`src/rtl/arb_rr_lock.sv`:
```
// rtl/arb_rr_lock.sv - round-robin arbiter with packet locking and stall watchdog
module arb_rr_lock #(
  parameter int WIDTH   = 4,
  parameter int IDX_W   = $clog2(WIDTH),
  parameter int LOCK_TO = 16,
  parameter int TO_W    = $clog2(LOCK_TO + 1)
) (
  input  logic             clk,
  input  logic             rst_n,
  input  logic [WIDTH-1:0] req_vld,
  input  logic [WIDTH-1:0] req_last,
  output logic [WIDTH-1:0] req_rdy,
  output logic             out_vld,
  input  logic             out_rdy,
  output logic             out_last,
  output logic [WIDTH-1:0] out_owner,
  output logic [IDX_W-1:0] out_idx,
  output logic [WIDTH-1:0] prio,
  output logic             busy,
  output logic             err_timeout
);

  typedef enum logic {IDLE, LOCK} state_t;

  state_t             state, state_nxt;
  logic [WIDTH-1:0]   prio_nxt, owner_nxt;
  logic [TO_W-1:0]    wd, wd_nxt;
  logic [2*WIDTH-1:0] dv, diff, gnt2;
  logic [WIDTH-1:0]   winner, rot;
  logic               own_vld;

  // Subtracting the pointer from the doubled request vector clears everything
  // below the first request at or circularly after prio.
  assign dv      = {req_vld, req_vld};
  assign diff    = dv - {{WIDTH{1'b0}}, prio};
  assign gnt2    = dv & ~diff;
  assign winner  = gnt2[WIDTH-1:0] | gnt2[2*WIDTH-1:WIDTH];
  assign rot     = {out_owner[WIDTH-2:0], out_owner[WIDTH-1]};
  assign own_vld = |(req_vld & out_owner);
  assign busy    = (state == LOCK);

  always_comb begin
    out_idx = '0;
    for (int i = 0; i < WIDTH; i++) begin
      if (out_owner[i]) out_idx = out_idx | IDX_W'(i);
    end
  end

  always_comb begin
    state_nxt   = state;
    prio_nxt    = prio;
    owner_nxt   = out_owner;
    wd_nxt      = wd;
    out_vld     = 1'b0;
    out_last    = 1'b0;
    req_rdy     = '0;
    err_timeout = 1'b0;
    case (state)
      IDLE: begin
        if (|req_vld) begin
          state_nxt = LOCK;
          owner_nxt = winner;
          wd_nxt    = '0;
        end
      end
      LOCK: begin
        out_vld  = own_vld;
        out_last = |(req_last & req_vld & out_owner);
        req_rdy  = out_owner & {WIDTH{out_rdy}};
        if (own_vld && out_rdy && out_last) begin
          state_nxt = IDLE;
          owner_nxt = '0;
          prio_nxt  = rot;
          wd_nxt    = '0;
        end else if (own_vld) begin
          wd_nxt = '0;
        end else if (wd == TO_W'(LOCK_TO - 1)) begin
          state_nxt   = IDLE;
          owner_nxt   = '0;
          prio_nxt    = rot;
          wd_nxt      = '0;
          err_timeout = 1'b1;
        end else begin
          wd_nxt = wd + 1'b1;
        end
      end
      default: state_nxt = IDLE;
    endcase
    // Nothing may be accepted or flagged while reset is being sampled.
    if (!rst_n) begin
      out_vld     = 1'b0;
      out_last    = 1'b0;
      req_rdy     = '0;
      err_timeout = 1'b0;
    end
  end

  always_ff @(posedge clk) begin
    if (!rst_n) begin
      state     <= IDLE;
      prio      <= WIDTH'(1);
      out_owner <= '0;
      wd        <= '0;
    end else begin
      state     <= state_nxt;
      prio      <= prio_nxt;
      out_owner <= owner_nxt;
      wd        <= wd_nxt;
    end
  end

endmodule

```
`config.mk`:
```
export PLATFORM = sky130hd
export DESIGN_NAME = arb_rr_lock
export DESIGN_NICKNAME = d
export VERILOG_FILES = /design/src/rtl/arb_rr_lock.sv
export SDC_FILE = /design/constraint.sdc
export NUM_CORES = 1
export LEC_CHECK = 0
export ABC_AREA = 1
export ABC_CLOCK_PERIOD_IN_PS = 1500
export CAP_MARGIN = 20
export CORE_ASPECT_RATIO = 1.5
export CORE_MARGIN = 5
export CORE_UTILIZATION = 40
export CTS_BUF_LIST = sky130_fd_sc_hd__clkbuf_4 sky130_fd_sc_hd__clkbuf_8 sky130_fd_sc_hd__clkbuf_16
export CTS_CLUSTER_DIAMETER = 120
export CTS_CLUSTER_SIZE = 8
export DETAILED_ROUTE_END_ITERATION = 12
export DONT_BUFFER_PORTS = 1
export GPL_ROUTABILITY_DRIVEN = 1
export SYNTH_ARGS = -nofsm -noshare
export SYNTH_HDL_FRONTEND = slang
export SYNTH_SLANG_ARGS = --single-unit
```
`constraint.sdc`:
```
create_clock -name clk -period 1.5 [get_ports clk]
set_input_delay 0.15 -clock clk [delete_from_list [all_inputs] [get_ports clk]]
set_output_delay 0.15 -clock clk [all_outputs]
set_load 0.03 [all_outputs]
```
**After elaboration in Yosys (flattened, before gate mapping)**

Index checks and enable logic that the tools add are counted.

- Add/sub/neg operators: 2
- Equality and inequality tests: 5
- Multiplexer cells: 32
- Bitwise operators: 8
- Reduce and logical (&&, ||, !) cells: 8

Operators with widths:

| cell | count |
|---|---|
| 2-to-1 mux 4 bit | 9 |
| 2-to-1 mux 5 bit | 4 |
| AND 4 bit | 4 |
| 2-to-1 mux 1 bit | 14 |
| OR reduction 4 bit | 3 |
| case mux 5 bit (2 select lines) | 1 |
| AND 8 bit | 1 |
| NOT 8 bit | 1 |
| case mux 4 bit (2 select lines) | 1 |
| subtractor 8 x 4 -> 8 bit | 1 |
| AND reduction 3 bit | 2 |
| adder 5 x 1 -> 5 bit, second input constant | 1 |
| == test 5 x 4 -> 1 bit, second input constant | 1 |
| 2-to-1 mux 2 bit | 2 |
| bitwise OR 4 bit | 1 |
| inequality test 3 x 1 -> 1 bit, second input constant | 1 |
| inequality test 3 x 2 -> 1 bit, second input constant | 1 |
| logical AND 1 bit | 2 |
| inequality test 2 x 1 -> 1 bit, second input constant | 1 |
| inequality test 2 bit, second input constant | 1 |
| case mux 1 bit (2 select lines) | 1 |
| nonzero test 2 bit | 1 |
| NOT 1 bit | 1 |

- Flip-flop bits (word level): 14
- Output and inout port bits: 18
- Word-level logic and storage cells: 59

**Logic depth before layout (Yosys ltp)**

- Depth in word-level cells: 7
- Gate-level depth with buffers: 12
- Mapped depth without buffers: 12

**Least setup slack after synthesis**

OpenSTA, ideal clock, no wires.

- Kind: register -> output
- Start point: register state, in the netlist busy
- End point: output req_rdy[0]
- Arrival: 1.623 ns
- Data required time: 1.350 ns
- Setup slack: -0.273 ns
- Stages on the path, launching flop included: 4
- Buffers on the path: 1
- Path through: dfxtp_1 buf_2 nand2_1 nor3_1

- Cells in the longest elaborated chain, start to end: 2

Ends and longest elaborated chain:

| item | RTL line | RTL |
|---|---|---|
| start, declared | 25 | `state_t state, state_nxt;` |
| start signal, assigned | 105 | `state <= state_nxt;` |
| 2-to-1 mux 4 bit | 58 | `case (state)` |
| 2-to-1 mux 4 bit | 90 | `if (!rst_n) begin` |
| end, declared | 12 | `output logic [WIDTH-1:0] req_rdy,` |

Every way passes these cells.

**Worst setup path in the final report**

- Start point: register out_owner[0]
- End point: output out_vld

- Cells in the longest elaborated chain, start to end: 4

Ends and longest elaborated chain:

| item | RTL line | RTL |
|---|---|---|
| start, declared | 16 | `output logic [WIDTH-1:0] out_owner,` |
| start signal, assigned | 107 | `out_owner <= owner_nxt;` |
| AND 4 bit | 39 | `assign own_vld = \|(req_vld & out_owner);` |
| OR reduction 4 bit | 39 |  |
| 2-to-1 mux 1 bit | 58 |  |
| 2-to-1 mux 1 bit | 90 |  |
| end, declared | 13 | `output logic out_vld,` |

Every way passes these cells.

==> reports/results.txt <==
WP data required -> 1.35 ns
Crit path DAT -> 1.32 ns
Reg power frac -> 36.4%
Power Internal -> 0.7419 mW
Top cells by count, synth -> nand2_1 (39), nand3_1 (24), inv_1 (23)
Initial DRC Count -> 12
Largest net degree at the start of global routing -> 13
Compound-gate portion of the synthesized area -> 6.698%
GR Overflow Total -> 0
CP Capture Type -> primary output
Post-route DRC -> 0
Die area -> 3815 um2
TritonCTS buffer count -> 3
DR pass1 iterations -> 4
Run status -> finished, final reports clean
IO Pins -> 29
Combinational family with the most area after synthesis -> simple AND/OR/NAND/NOR gates
Minimum clock period -> 1.468 ns
CTS clk-pin slew, worst paths -> 0.06 ns
Launching element type of the critical path -> flop
Cts hold-fix bufs -> 0
Area leader, netlist -> dfxtp_1
Clock network power share -> 34.8%
Vias in the first global route -> 1097
Cell variety after synth -> 21
Layout cells sized above 1 -> 39.15%
Clock Skew -> 0.004076 ns
Avg WL per Cell -> 13.94 um
Simple-gate share of the synthesized area -> 48.53%
Mapped Nets -> 180
Root Buffer -> clkbuf_8
RePlAce Congestion -> 0.8669
Cell with the most instances after synthesis -> nand2_1
Finished Core Util -> 55.90%
Final wirelength -> 3.150 mm
VDD IR max -> 0.5982 mV
Worst Slack Setup Final -> 0.03203 ns
Ys async rst share -> 0%
ANT cells -> 0
Input/output buffers -> 0
Core Rows -> 23
Htree depth -> 1
Top cell type's share of synthesized area -> 26.32%
Leakage -> 0.6977 nW
Sw Pwr -> 0.3762 mW
Top FF cell, synth -> dfxtp_1
Mux cell area share after synthesis -> 0%
Post-Syn Area -> 1065 um2
Final setup vio count -> 0
Final worst path period share -> 97.86%
Seq cells post-synth -> 14
Initial antenna violation count -> 0
Seq/Total Area, Yosys -> 26.32%
XOR/XNOR share of the synthesized area -> 1.645%
Clk_lat worst skew -> 0.26 ns
Maxcap violations -> 0
Cells after synthesis -> 164
CTS tree -> yes
Peak Freq -> 681.2 MHz
Dpl cell area -> 1255 um2
Final Instance Area -> 1464 um2
Pwr Density -> 763.8 nW/um2
DRT antenna net count -> 0
Power, Total -> 1.118 mW
Synth warn -> 0
Critical path class -> flop to primary output
Die width -> 52.13 um
Core Footprint -> 2619 um2
Average via count per standard cell -> 4.925
Final nets -> 206
Slew @ Worst Pin -> 0.3001 ns
Proportion of power drawn by combinational gates -> 28.8%
Max-slew violation count -> 0
Relative slew slack -> 79.97%
Synthesized-area fraction occupied by adder cells -> 6.580%
Final-report hold violation count -> 0
CTS sink cnt -> 14
Total GRT Usage -> 17.35%
Syn Area/Cell -> 6.493 um2
First-pass GRT wire length -> 4.961 mm
Class of the worst hold path -> primary input to flop
Post-synth EDFFs -> 0
Post-DP HPWL -> 2.290 mm
Via count -> 1113
Die Span Y -> 73.19 um
Place WS -> -0.01349 ns
Ranking of synthesized cells by area -> dfxtp_1 (26%), nand2_1 (14%), nand3_1 (11%), inv_1 (8.1%), nand2_4 (5.3%)
Starting Density -> 40.66%
Critical path peak fanout -> 5
Longest Clk Path Bufs -> 2
Area Overhead vs Synth -> 37.48%
Switching share of power -> 33.65%
## power groups by stage
| stage | Clock [mW] | Sequential (mW) | Combinational [mW] |
|---|---|---|---|
| floorplan | 0 | 0.437 | 0.192 |
| global placement | 0 | 0.412 | 0.273 |
| detailed placement | 0 | 0.413 | 0.277 |
| CTS | 0.388 | 0.406 | 0.290 |
| global route | 0.408 | 0.408 | 0.353 |
| finish | 0.389 | 0.407 | 0.322 |
## stage by stage
step | hold slack, ns | setup TNS [ns] | std cells
6_report | 0.01170 | 0 | 226
5_1_grt | 0.01658 | -0.02682 | 226
4_1_cts | 0.01155 | -0.001820 | 224
3_5_place_dp | 0.2805 | -0.01349 | 216
3_3_place_gp | 0.2758 | 0 | 216
2_1_floorplan | 0.3217 | -0.5254 | 164
## worst paths after layout
kind,cells after the start,startpoint,slack [ns],to
worst max-delay path,6,out_owner[0],0.03,out_vld
worst min-delay path,2,rst_n,0.01,out_owner[2]
worst max register to register,11,out_owner[0],0.07,prio[0]
worst min register to register,2,wd[4],0.48,wd[4]
## sequential cells by signal, indices dropped and copies added (netlist names)
name / flops
wd: 5
out_owner: 4
prio: 4
busy: 1
## kinds of logic (layout without fill, tap and decap cells)
kind of cell,count (synthesis),count (layout)
buffers and inverters,27,52
AO/OA/AOI/OAI,13,13
adder cells (fa/ha/maj),5,5
XOR/XNOR,2,2
AND/OR/NAND/NOR,103,103
flip-flops,14,14
## metal layers
| layer | global-route usage, % | up-vias | share of wire [%] |
|---|---|---|---|
| li1 | - | 568 | - |
| met1 | 17.96 | 505 | 35 |
| met2 | 31.33 | 28 | 54 |
| met3 | 4.090 | 12 | 5.9 |
| met4 | 9.038 | 0 | 4.2 |
| met5 | 0 | - | 0 |
## timing repair
item	4_1_cts	5_1_grt
resized for setup	9	15
buffers inserted	4	2
pin swaps	3	5
endpoints found under the setup margin	8	5
## layout by cell type (no fill, tap or decap), types with 2 or more instances in the layout
cell type and n:
a21oi_1 9, a21oi_2 2, buf_4 21, buf_6 2, clkbuf_8 4, dfxtp_1 8, dfxtp_2 5, ha_4 3
inv_1 22, inv_2 2, nand2_1 35, nand2_2 7, nand2_4 6, nand3_1 22, nor2_1 14, nor2_2 6
nor2_4 5, nor3_2 5, xor2_1 2
## worst max-delay path, cell delays in order, from the launching register on
cell,delay (ns)
dfxtp_1,0.35
nand2_1,0.08
nand2_2,0.07
nor2_4,0.20
buf_4,0.15
nor2_1,0.04
buf_4,0.17
## cell type report
type / instances / area [um2]
repair buffers: 23 / 180.2
flip-flops and latches: 14 / 290.3
multi-input cells: 123 / 795.8
well taps: 37 / 46.29
fillers: 250 / 1155
inverters: 25 / 96.34
clock buffers: 4 / 55.05
(Power assumes the default switching activity.)
